<file path="src/rtl/bp_cce_pending_bits_writer.sv">
// Write-side driver for the CCE pending-bit counters.
// Increment and decrement events are each buffered in a small FIFO. The two
// streams are arbitrated fairly onto one pending-bit write port. After reset,
// a clear is swept across every way group before any traffic is accepted.

// Small FIFO used for one event stream.
// enq_i and deq_i arrive already qualified by the parent: enq_i only while
// not full, deq_i only while not empty.
module bp_cce_pending_bits_fifo
  #(parameter int width_p = 8
  , parameter int els_p   = 2
  )
  (input  logic               clk_i
  , input  logic               reset_i
  , input  logic               enq_i
  , input  logic [width_p-1:0] data_i
  , input  logic               deq_i
  , output logic [width_p-1:0] data_o
  , output logic               full_o
  , output logic               empty_o
  );

  localparam int ptr_w_lp = (els_p > 1) ? $clog2(els_p) : 1;
  localparam int cnt_w_lp = $clog2(els_p + 1);
  localparam logic [ptr_w_lp-1:0] ptr_last_lp = ptr_w_lp'(els_p - 1);
  localparam logic [cnt_w_lp-1:0] cnt_full_lp = cnt_w_lp'(els_p);

  logic [width_p-1:0]  mem_q [els_p];
  logic [ptr_w_lp-1:0] rptr_q, rptr_d;
  logic [ptr_w_lp-1:0] wptr_q, wptr_d;
  logic [cnt_w_lp-1:0] cnt_q, cnt_d;

  assign data_o  = mem_q[rptr_q];
  assign full_o  = (cnt_q == cnt_full_lp);
  assign empty_o = (cnt_q == {cnt_w_lp{1'b0}});

  // Pointer wrap and occupancy bookkeeping.
  always_comb begin
    rptr_d = rptr_q;
    wptr_d = wptr_q;
    cnt_d  = cnt_q;
    if (enq_i) begin
      wptr_d = (wptr_q == ptr_last_lp) ? {ptr_w_lp{1'b0}} : (wptr_q + ptr_w_lp'(1));
    end else begin
      wptr_d = wptr_q;
    end
    if (deq_i) begin
      rptr_d = (rptr_q == ptr_last_lp) ? {ptr_w_lp{1'b0}} : (rptr_q + ptr_w_lp'(1));
    end else begin
      rptr_d = rptr_q;
    end
    case ({enq_i, deq_i})
      2'b10:   cnt_d = cnt_q + cnt_w_lp'(1);
      2'b01:   cnt_d = cnt_q - cnt_w_lp'(1);
      default: cnt_d = cnt_q;
    endcase
  end

  // Pointer and occupancy registers; reset empties the FIFO.
  always_ff @(posedge clk_i) begin
    if (reset_i) begin
      rptr_q <= {ptr_w_lp{1'b0}};
      wptr_q <= {ptr_w_lp{1'b0}};
      cnt_q  <= {cnt_w_lp{1'b0}};
    end else begin
      rptr_q <= rptr_d;
      wptr_q <= wptr_d;
      cnt_q  <= cnt_d;
    end
  end

  // Storage; contents need no reset because occupancy gates every read.
  always_ff @(posedge clk_i) begin
    if (enq_i) begin
      mem_q[wptr_q] <= data_i;
    end
  end

endmodule

module bp_cce_pending_bits_writer
  #(parameter int num_way_groups_p = 4
  , parameter int addr_width_p     = 8
  , parameter int fifo_els_p       = 2
  , localparam int lg_num_way_groups_lp = (num_way_groups_p > 1) ? $clog2(num_way_groups_p) : 1
  )
  (input  logic                    clk_i
  , input  logic                    reset_i
  , input  logic                    inc_v_i
  , input  logic [addr_width_p-1:0] inc_addr_i
  , output logic                    inc_ready_o
  , input  logic                    dec_v_i
  , input  logic [addr_width_p-1:0] dec_addr_i
  , output logic                    dec_ready_o
  , output logic                    w_v_o
  , output logic [addr_width_p-1:0] w_addr_o
  , output logic                    w_addr_bypass_hash_o
  , output logic                    pending_o
  , output logic                    clear_o
  , output logic                    init_done_o
  );

  typedef enum logic [1:0] {
    e_reset = 2'd0,
    e_init  = 2'd1,
    e_ready = 2'd2
  } state_e;

  localparam logic [lg_num_way_groups_lp-1:0] init_last_lp =
    lg_num_way_groups_lp'(num_way_groups_p - 1);

  state_e                          state_q, state_d;
  logic [lg_num_way_groups_lp-1:0] init_cnt_q, init_cnt_d;
  // 1 = decrement stream wins the next contention cycle.
  logic                            pref_dec_q, pref_dec_d;

  logic                    inc_enq, inc_deq, inc_full, inc_empty;
  logic                    dec_enq, dec_deq, dec_full, dec_empty;
  logic [addr_width_p-1:0] inc_head, dec_head;

  // Ready is only raised in READY, so these also block enqueues during INIT.
  assign inc_enq = inc_v_i & inc_ready_o;
  assign dec_enq = dec_v_i & dec_ready_o;

  bp_cce_pending_bits_fifo
    #(.width_p(addr_width_p), .els_p(fifo_els_p))
    inc_fifo
      (.clk_i   (clk_i)
      ,.reset_i (reset_i)
      ,.enq_i   (inc_enq)
      ,.data_i  (inc_addr_i)
      ,.deq_i   (inc_deq)
      ,.data_o  (inc_head)
      ,.full_o  (inc_full)
      ,.empty_o (inc_empty)
      );

  bp_cce_pending_bits_fifo
    #(.width_p(addr_width_p), .els_p(fifo_els_p))
    dec_fifo
      (.clk_i   (clk_i)
      ,.reset_i (reset_i)
      ,.enq_i   (dec_enq)
      ,.data_i  (dec_addr_i)
      ,.deq_i   (dec_deq)
      ,.data_o  (dec_head)
      ,.full_o  (dec_full)
      ,.empty_o (dec_empty)
      );

  // Next-state, init sweep, arbitration and write-port outputs.
  always_comb begin
    state_d              = state_q;
    init_cnt_d           = init_cnt_q;
    pref_dec_d           = pref_dec_q;
    w_v_o                = 1'b0;
    w_addr_o             = {addr_width_p{1'b0}};
    w_addr_bypass_hash_o = 1'b0;
    pending_o            = 1'b0;
    clear_o              = 1'b0;
    init_done_o          = 1'b0;
    inc_ready_o          = 1'b0;
    dec_ready_o          = 1'b0;
    inc_deq              = 1'b0;
    dec_deq              = 1'b0;

    case (state_q)
      e_reset: begin
        state_d    = e_init;
        init_cnt_d = {lg_num_way_groups_lp{1'b0}};
      end

      e_init: begin
        w_v_o                = 1'b1;
        clear_o              = 1'b1;
        w_addr_bypass_hash_o = 1'b1;
        w_addr_o             = addr_width_p'(init_cnt_q);
        if (init_cnt_q == init_last_lp) begin
          state_d = e_ready;
        end else begin
          init_cnt_d = init_cnt_q + lg_num_way_groups_lp'(1);
        end
      end

      e_ready: begin
        init_done_o = 1'b1;
        inc_ready_o = ~inc_full;
        dec_ready_o = ~dec_full;
        if (!inc_empty && !dec_empty) begin
          // Contention: serve the preferred stream, then hand preference over.
          pref_dec_d = ~pref_dec_q;
          w_v_o      = 1'b1;
          if (pref_dec_q) begin
            w_addr_o  = dec_head;
            pending_o = 1'b0;
            dec_deq   = 1'b1;
          end else begin
            w_addr_o  = inc_head;
            pending_o = 1'b1;
            inc_deq   = 1'b1;
          end
        end else if (!inc_empty) begin
          w_v_o     = 1'b1;
          w_addr_o  = inc_head;
          pending_o = 1'b1;
          inc_deq   = 1'b1;
        end else if (!dec_empty) begin
          w_v_o     = 1'b1;
          w_addr_o  = dec_head;
          pending_o = 1'b0;
          dec_deq   = 1'b1;
        end else begin
          w_v_o = 1'b0;
        end
      end

      default: begin
        state_d = e_reset;
      end
    endcase
  end

  // State, init counter and arbiter preference registers.
  always_ff @(posedge clk_i) begin
    if (reset_i) begin
      state_q    <= e_reset;
      init_cnt_q <= {lg_num_way_groups_lp{1'b0}};
      pref_dec_q <= 1'b1;
    end else begin
      state_q    <= state_d;
      init_cnt_q <= init_cnt_d;
      pref_dec_q <= pref_dec_d;
    end
  end

endmodule

</file>
<file path="config.mk">
export PLATFORM = sky130hd
export DESIGN_NAME = bp_cce_pending_bits_writer
export DESIGN_NICKNAME = d
export VERILOG_FILES = /design/src/rtl/bp_cce_pending_bits_writer.sv
export SDC_FILE = /design/constraint.sdc
export NUM_CORES = 1
export LEC_CHECK = 0
export BUFFER_PORTS_ARGS = -buffer_cell sky130_fd_sc_hd__buf_4
export CAP_MARGIN = 25
export CORE_AREA = 2 2 66 68
export DETAILED_ROUTE_END_ITERATION = 16
export DIE_AREA = 0 0 68 70
export PLACE_DENSITY = 0.83
export SLEW_MARGIN = 20
export SYNTH_ARGS = -nofsm -noshare
export SYNTH_HDL_FRONTEND = slang
export SYNTH_SLANG_ARGS = --single-unit
</file>
<file path="constraint.sdc">
create_clock -name clk_i -period 2.61 [get_ports clk_i]
set_input_delay 0.522 -clock clk_i [delete_from_list [all_inputs] [get_ports clk_i]]
set_output_delay 0.522 -clock clk_i [all_outputs]
set_load 0.1 [all_outputs]
</file>
Word-level counts from Yosys, hierarchy flattened
Memory sizes are Yosys's and may differ from the RTL's. A register that Yosys moved wholly into a read port is not among the register bits.
Index checks and enable logic that the tools add are counted.
{"block": "word_totals", "regBits": 13, "ram_bits": 32, "inputBits": 20, "mem_count": 2, "out_inout_bits": 15, "wordCells": 88}
{"block": "classes", "mux": 39, "n_eq_ne": 11, "bitwise_logic": 6, "n_addsub": 9, "reduce_logical": 12}
{"memory": "dec_fifo.mem_q", "depth": 2, "word_bits": 8, "read_ports": 1, "rd_clocked_by_memory_dff": 1, "write_ports": 1, "line": "28", "text": "logic [width_p-1:0] mem_q [els_p];"}
{"memory": "inc_fifo.mem_q", "depth": 2, "word_bits": 8, "read_ports": 1, "rd_clocked_by_memory_dff": 1, "write_ports": 1, "line": "28"}
{"cell": "8-bit 2-to-1 mux", "n": 4}
{"cell": "1-bit 2-to-1 mux", "n": 27}
{"cell": "8-bit case mux with 2 select lines", "n": 1}
{"cell": "2-bit == test, second input constant", "n": 6}
{"cell": "2-bit case mux with 2 select lines", "n": 3}
{"cell": "2-bit by 1-bit adder with 2-bit output, second input constant", "n": 3}
{"cell": "2-bit by 1-bit == test with 1-bit output, second input constant", "n": 3}
{"cell": "2-bit zero test", "n": 3}
{"cell": "2-bit case mux with 3 select lines", "n": 1}
{"cell": "2-bit AND reduction", "n": 3}
{"cell": "2-bit nonzero test", "n": 3}
{"cell": "1-bit adder, second input constant", "n": 4}
{"cell": "2-bit 2-to-1 mux", "n": 2}
{"cell": "2-bit != test, second input constant", "n": 2}
{"cell": "1-bit NOT", "n": 4}
{"cell": "2-bit by 1-bit subtractor with 2-bit output, second input constant", "n": 2}
{"cell": "1-bit bitwise AND", "n": 2}
{"cell": "1-bit zero test", "n": 2}
{"cell": "1-bit case mux with 2 select lines", "n": 1}
{"cell": "1-bit logical AND", "n": 1}

Logic depth before layout (Yosys ltp)
Gate-level depths: netlist of run 1.
{"block": "logic_depth", "word_depth": 7, "mapped_depth": 9, "depth_no_buf": 7}

Cells and area by module
Synthesis of run 1 repeated with hierarchy kept, for this count alone.
{"block": "hier_totals", "cells_unflattened": 161, "area_unflattened_um2": 2060.7}
{"mod": "bp_cce_pending_bits_fifo", "seq_area_each_um2": 580.6, "n_inst": 2, "cells_each": 47, "area_each_um2": 780.7}
{"mod": "bp_cce_pending_bits_writer", "seq_area_each_um2": 100.1, "n_inst": 1, "cells_each": 67, "area_each_um2": 499.2}

Worst setup path before layout of run 1
Ideal clock, no wire load.
{"block": "synth_timing", "path_type": "register to output", "startpoint": "register state_q[0]", "endpoint": "output w_addr_o[0]", "path_stages_with_launch": 6, "path_buffers": 1, "t_arrival_ns": 3.974, "slack_ns": -1.886, "required_ns": 2.088, "cell_sequence": "dfxtp_1 > inv_1 > ha_1 > clkbuf_1 > o211ai_2 > o31ai_1"}
{"block": "synth_between", "elab_chain_cells": 2, "elab_cells_between_ends": 3}
{"item": "start: declaration", "line": "112", "text": "state_e state_q, state_d;"}
{"item": "start signal: assignment", "line": "226", "text": "state_q <= e_reset;"}
{"item": "start signal: assignment", "line": "230", "text": "state_q <= state_d;"}
{"item": "2-bit == test / 2-bit by 1-bit == test with 1-bit output (equally long branches)", "line": "167", "text": "case (state_q)"}
{"item": "8-bit case mux with 2 select lines (*)", "line": "167"}
{"item": "end: declaration", "line": "96", "text": ", output logic [addr_width_p-1:0] w_addr_o"}
Every way passes the cells marked *; elsewhere a longest branch is shown, timed or not.

Worst setup path in the final report of run 1
{"block": "layout_timing", "startpoint": "register state_q[1]", "endpoint": "output w_addr_o[5]"}
Same word-level chain as after synthesis.

==> impl_metrics.tcl, run 1 <==
set metrics [dict create \
    ctsResizeCount 0 \
    final_core_util_pct 62.68 \
    clkLatencyLatePin_ns 0.30 \
    fin_cells 258 \
    gr-total-overflow 0 \
    synth_cell_type_count 33 \
    io_pins 35 \
    netlist.area_leader.share_pct 45.20 \
    skew_ns 0.004995 \
    power_switching_share_pct 23.87 \
    final_cell_mix "33 x buf_4, 32 x edfxtp_1, 19 x nor2b_1" \
    vias 1432 \
    dp_slack_ns 0.4396 \
    p_int_mw 1.027 \
    final_max_slew_viol_count 0 \
    ys_seq_area_share_pct 59.33 \
    fillCellCount 323 \
    timing.final.crit_share_pct 94.63 \
    cts_tree "yes" \
    finalWirelength_um 3834 \
    fin_crit_ns 2.470 \
    worstReg2RegStart "dec_fifo.cnt_q[1]$_SDFFE_PP0P_" \
    viasPerCell 5.550 \
    max_stage_delay_ns 0.39 \
    place.gp.congestion 0.7100 \
    drive_above_1_share_pct 29.13 \
    synth_top_family_by_area "simple AND/OR/NAND/NOR gates" \
    syn_nets 199 \
    seqCellArea_um2 1261 \
    grt_pass1_vias 1368 \
    grt_first_pass_wirelength_um 6299 \
    synth_fa_ha_area_share_pct 3.531 \
    synth_edf_count 32 \
    finalNetCount 231 \
    synth_area_leader_cell "edfxtp_1" \
    drc 0 \
    cts_root_buf "clkbuf_8" \
    htree_levels 2 \
    yosys.area_share.simple_pct 16.07 \
    grt_usage_pct 18.27 \
    cellLeakagePower_nw 0.9354 \
    cp.required_ns 2.09 \
    clockBufferDepth 2 \
    p_switching_mw 0.3222 \
    synth_compound_area_share_pct 13.01 \
    ys_dominant_reg_cell "edfxtp_1" \
    crit_arrival_ns 1.95 \
    synth-async-reset-ratio_pct 0 \
    avgSynthCellArea_um2 12.29 \
    crit_slowest_cell "dfxtp_1" \
    dieHeight_um 70 \
    die_w_um 68 \
    initial_core_util_pct 51.30 \
    dr.pass1.iters 4 \
    syn2layout_area_growth_pct 22.19 \
    cap_viol_max_count 0 \
    holdBufCountCts 0 \
    post-dp-hpwl_um 2788 \
    core_um2 4144 \
    final_common_cell "buf_4" \
    ant_nets 0 \
    hold_class "input port to flop" \
    ys_ff_latch 47 \
    rsz0062_at_grt "no" \
    crit_path_start "state_q[1]$_SDFFE_PP0P_" \
    clk_pin_slew_ns 0.08 \
    synth_mux_area_share_pct 2.119 \
    antenna_found_initial 0 \
    finalInstanceArea_um2 2597 \
    setup_violations 0 \
    grt_max_degree 18 \
    reg2reg_slack_ns 0.76 \
    placed_cell_area_um2 2509 \
    port_buffers 34 \
    multiInputGateArea_um2 900.9 \
    yosysWarnings 0 \
    initialDrtViolationCount 66 \
    power.total_mw 1.350 \
    crit_path_end_kind "output port" \
    clkPwrFrac_pct 31.3 \
    relSlewSlack_pct 53.76 \
    power_frac_comb_pct 9.3 \
    fin_hold_ws_ns 0.4029 \
    synthXorXnorAreaFrac_pct 2.060 \
    die_area_um2 4760 \
    rows 24 \
    tightestPinTransition_ns 0.6911 \
    worstPathMaxFanout 9 \
    p_per_area_nw_per_um2 519.6 \
    p_seq_share_pct 59.5 \
    critPathKind "flop to output port" \
    dp_cells 250 \
    cts_made_buffers 5 \
    hold_viol_final 0 \
    worstPathCellList "inv_1 -> ha_1 -> o211ai_4 -> nor3_4 -> buf_4" \
    hold_start "inc_addr_i[3]" \
    peakVddDrop_mv 0.3246 \
    routedWlPerCell_um 14.86 \
    n_antenna_cell 0 \
    finalWorstSetupSlack_ns 0.1403 \
    ys_top_cells_by_area "edfxtp_1 45%, dfxtp_1 14%, a221oi_1 6.6%" \
    clock-sinks 47 \
    synth_cells 173 \
    post_cts_buffers 0 \
    synthesis.area_um2 2126 \
    status "finished clean" \
    crit_path_start_kind "flop" \
    setup_tns_ns 0 \
    fmaxAchievable_mhz 404.9 \
]
logic make-up (layout without fill, tap and decap cells):
family,after synthesis,count (layout)
AND/OR/NAND/NOR,59,59
multiplexers,4,4
flip-flops,47,47
AO/OA/AOI/OAI,36,36
adder cells (fa/ha/maj),6,6
buffers and inverters,16,49
XOR/XNOR,5,5
cell type report:
cell class              instances  share of cell area [%]
clock inverters                 2                  0.4817
flip-flops and latches         47                   48.55
repair buffers                 34                   9.971
well taps                      52                   2.505
clock buffers                   6                   2.794
inverters                       7                   1.012
multi-input cells             110                   34.68
registers in the layout, indices dropped and copies added, names as in the netlist, named ones only:
name             flops
inc_fifo.wptr_q      1
inc_fifo.cnt_q       2
state_q              2
inc_fifo.rptr_q      1
dec_fifo.cnt_q       2
dec_fifo.mem_q      16
inc_fifo.mem_q      16
init_cnt_q           2
pref_dec_q           1
dec_fifo.rptr_q      1
dec_fifo.wptr_q      1
worst max-delay path, delay by kind of cell, from the launching register on:
kind | cells | cell delay (ns)
flip-flops | 1 | 0.39
AND/OR/NAND/NOR | 1 | 0.25
buffers and inverters | 2 | 0.39
AO/OA/AOI/OAI | 1 | 0.24
adder cells (fa/ha/maj) | 1 | 0.37
power by group through the flow:
stage	clock network, mW	logic (mW)	registers (mW)
after floorplan	0	0.0882	0.818
after global placement	0	0.123	0.819
after detailed placement	0	0.126	0.820
after CTS	0.430	0.126	0.802
after global routing	0.461	0.133	0.803
final	0.422	0.125	0.802
synthesized netlist by cell type, types with 3 or more instances:
library cell	count
a21oi_1	8
a221oi_1	16
buf_2	3
clkbuf_1	3
dfxtp_1	15
edfxtp_1	32
ha_1	6
inv_1	7
mux2_1	4
nand2_1	3
nand2b_1	4
nand3_1	6
nand4_1	3
nor2_1	8
nor2b_1	19
nor3_1	7
o21ai_0	3
xnor2_1	3
final timing paths:
kind,endpoint,cells after the start
min reg2reg,init_cnt_q[1]$_SDFFE_PP0P_,2
min,inc_fifo.mem_q[1][3]$_DFFE_PP_,1
max reg2reg,inc_fifo.cnt_q[1]$_SDFFE_PP0P_,5
max,w_addr_o[5],5
routing by layer:
metal | up-vias | GRT usage [%] | share of wire, %
met5 | - | 0 | 0
met3 | 8 | 4.348 | 5.0
met4 | 0 | 8.000 | 2.4
met2 | 39 | 28.48 | 50
met1 | 674 | 24.02 | 42
li1 | 711 | - | -
Note: power is estimated with default switching activity, not from simulation.
==> inputs of run 2 (changes only) <==
--- a/config.mk
+++ b/config.mk
@@ -5,12 +5,13 @@
 export SDC_FILE = /design/constraint.sdc
 export NUM_CORES = 1
 export LEC_CHECK = 0
+export ABC_AREA = 1
 export BUFFER_PORTS_ARGS = -buffer_cell sky130_fd_sc_hd__buf_4
 export CAP_MARGIN = 25
-export CORE_AREA = 2 2 66 68
+export CORE_AREA = 2 2 69 65
 export DETAILED_ROUTE_END_ITERATION = 16
-export DIE_AREA = 0 0 68 70
-export PLACE_DENSITY = 0.83
+export DIE_AREA = 0 0 71 67
+export PLACE_DENSITY = 0.84
 export SLEW_MARGIN = 20
 export SYNTH_ARGS = -nofsm -noshare
 export SYNTH_HDL_FRONTEND = slang
==> run 2 against run 1 <==
  * Largest cell class unchanged
  * Power up 64%
  * Combinational power rose to 6.3 times the previous value
  * Register-to-register slack got worse by 0.13 ns
  * Fmax is 0.31% higher
  * First-iteration DRC count increased by 48%
  * Area after synthesis rose by 0.82%
  * Sequential power rose by 12%
  * Worst setup slack gained 0.0077 ns
  * Cell area increased by 3.5%
  * Synthesized cell count rose by 36%
==> impl_metrics.tcl, run 2 <==
set metrics [dict create \
    status "finished clean" \
    worstReg2RegStart "state_q[0]$_SDFFE_PP0P_" \
    cts_tree "yes" \
    die_w_um 71 \
    place.gp.congestion 0.8215 \
    placed_cell_area_um2 2511 \
    rows 22 \
    p_seq_share_pct 40.7 \
    syn2layout_area_growth_pct 25.45 \
    p_per_area_nw_per_um2 822.9 \
    p_int_mw 1.361 \
    avgSynthCellArea_um2 9.082 \
    gr-total-overflow 0 \
    fmaxAchievable_mhz 406.2 \
    crit_arrival_ns 1.94 \
    crit_path_start_kind "flop" \
    synth_cell_type_count 23 \
    dieHeight_um 67 \
    setup_violations 0 \
    crit_path_end_kind "output port" \
    grt_max_degree 17 \
    final_max_slew_viol_count 0 \
    drive_above_1_share_pct 25.36 \
    drc 0 \
    reg2reg_slack_ns 0.63 \
    ant_nets 0 \
    clkPwrFrac_pct 23.9 \
    core_um2 3991 \
    hold_viol_final 0 \
    cts_root_buf "clkbuf_8" \
    initialDrtViolationCount 98 \
    worstPathMaxFanout 4 \
    antenna_found_initial 0 \
    tightestPinTransition_ns 0.7302 \
    synthesis.area_um2 2143 \
    finalNetCount 301 \
    ys_dominant_reg_cell "edfxtp_1" \
    io_pins 35 \
    final_cell_mix "42 x nand2_1, 36 x nor2_1, 32 x edfxtp_1" \
    initial_core_util_pct 53.70 \
    syn_nets 262 \
    fillCellCount 306 \
    power_switching_share_pct 38.51 \
    cap_viol_max_count 0 \
    synth_area_leader_cell "edfxtp_1" \
    use_met1_pct 23.66 \
    synth_cells 236 \
    hold_start "dec_addr_i[3]" \
    min_path_cells 1 \
    busiest_layer "met2" \
    rsz0062_at_grt "no" \
    dr.pass1.iters 4 \
    peakVddDrop_mv 0.6637 \
    die_area_um2 4757 \
    clkLatencyLatePin_ns 0.30 \
    grtUsageMet2_pct 32.01 \
    relSlewSlack_pct 51.14 \
    ys_top_cells_by_area "edfxtp_1 45%, dfxtp_1 14%, nand2_1 7.4%" \
    ys_top_cells_by_count "42 x nand2_1, 42 x nor2_1, 32 x edfxtp_1" \
    top_regs "dec_fifo.mem_q (16), inc_fifo.mem_q (16)" \
    routedWlPerCell_um 12.87 \
    synth_edf_count 32 \
    power_frac_comb_pct 35.4 \
    cellLeakagePower_nw 1.171 \
    fin_crit_ns 2.462 \
    vias 1660 \
    grt_util_met3_pct 3.782 \
    final_common_cell "nand2_1" \
    hold_class "input port to flop" \
    htree_levels 2 \
    viasPerCell 5.123 \
    critPathKind "flop to output port" \
    finalInstanceArea_um2 2689 \
    finalWirelength_um 4169 \
    min_to "dec_fifo.mem_q[0][3]$_DFFE_PP_" \
    grt_first_pass_wirelength_um 6796 \
    ys_seq_area_share_pct 58.84 \
    timing.final.crit_share_pct 94.33 \
    reg2reg_to "inc_fifo.mem_q[0][4]$_DFFE_PP_" \
    synth-async-reset-ratio_pct 0 \
    clockBufferDepth 2 \
    cp.required_ns 2.09 \
    yosysWarnings 0 \
    grt_pass1_vias 1564 \
    port_buffers 34 \
    setup_tns_ns 0 \
    grt_usage_pct 18.65 \
    clock-sinks 47 \
    n_antenna_cell 0 \
    skew_ns 0.009236 \
    netlist.area_leader.share_pct 44.83 \
    clk_pin_slew_ns 0.09 \
    post-dp-hpwl_um 2983 \
    p_switching_mw 0.8520 \
    r2r_cells 6 \
    cts_made_buffers 5 \
    ys_ff_latch 47 \
]
## run 2: stage by stage
stage / util (%) / cells / worst slack, ns / power [mW] / hold WS [ns]
finish: 67.37 / 324 / 0.1480 / 2.213 / 0.4038
global placement: 62.92 / 314 / 0.5007 / 1.647 / 0.4737
detailed placement: 62.92 / 314 / 0.4194 / 1.663 / 0.4908
CTS: 65.80 / 322 / 0.08239 / 2.191 / 0.3973
floorplan: - / 236 / 0.03632 / 1.523 / 0.4478
global route: 67.37 / 324 / 0.02468 / 2.322 / 0.3877
## run 2: power by group through the flow
| stage | Combinational (mW) | Sequential (mW) | Clock, mW |
|---|---|---|---|
| global placement | 0.734 | 0.913 | 0 |
| detailed placement | 0.746 | 0.917 | 0 |
| finish | 0.784 | 0.900 | 0.529 |
| CTS | 0.751 | 0.900 | 0.540 |
| global route | 0.847 | 0.908 | 0.567 |
| floorplan | 0.617 | 0.906 | 0 |
## run 2: final cells by class
class                      count  area [um^2]  share of cell area (%)
inverter                      39        146.4                   5.444
clock inverter                 3        46.29                   1.722
multi-input combinational    146        802.0                   29.83
timing repair buffer          36        304.0                   11.31
tap                           48        60.06                   2.234
clock buffer                   5        68.82                   2.559
sequential                    47         1261                   46.91
## run 2: how the worst max path moves through the flow
stage / start / end / slack [ns] / cells past startpoint
floorplan: state_q[0]$_SDFFE_PP0P_ / dec_fifo.mem_q[0][0]$_DFFE_PP_ / 0.04 / 7
global placement: state_q[1]$_SDFFE_PP0P_ / w_addr_o[5] / 0.50 / 7
detailed placement: state_q[1]$_SDFFE_PP0P_ / w_addr_o[4] / 0.42 / 7
CTS: state_q[1]$_SDFFE_PP0P_ / w_addr_o[4] / 0.08 / 7
global route: state_q[1]$_SDFFE_PP0P_ / w_addr_o[1] / 0.02 / 7
finish: state_q[1]$_SDFFE_PP0P_ / w_addr_o[3] / 0.15 / 7
## run 2: kinds of logic after synthesis
family | count (synthesis) | share of synthesized area (%)
AND/OR/NAND/NOR | 106 | 20.43
flip-flops | 47 | 58.84
buffers and inverters | 44 | 8.231
AO/OA/AOI/OAI | 33 | 8.990
adder cells (fa/ha/maj) | 6 | 3.503
## run 2: per-layer routing
layer  part of all wire, %  up-vias
met5                     0        -
met4                   1.0        0
met3                   4.1        4
met2                    49       46
met1                    45      770
li1                      -      840
## run 2: timing repair
item / 4_1_cts / 5_1_grt
setup endpoints to repair: 0 / 8
setup buffers: 0 / 1
hold buffers: 0 / 0
resized for setup: 0 / 10
## run 2: critical path: stages, from the launching register on
cell and delay, ns:
dfxtp_1 0.37, inv_1 0.11, ha_4 0.29, nand2_1 0.13
a21oi_2 0.28, nand2_1 0.14, nor2_4 0.09, buf_6 0.22
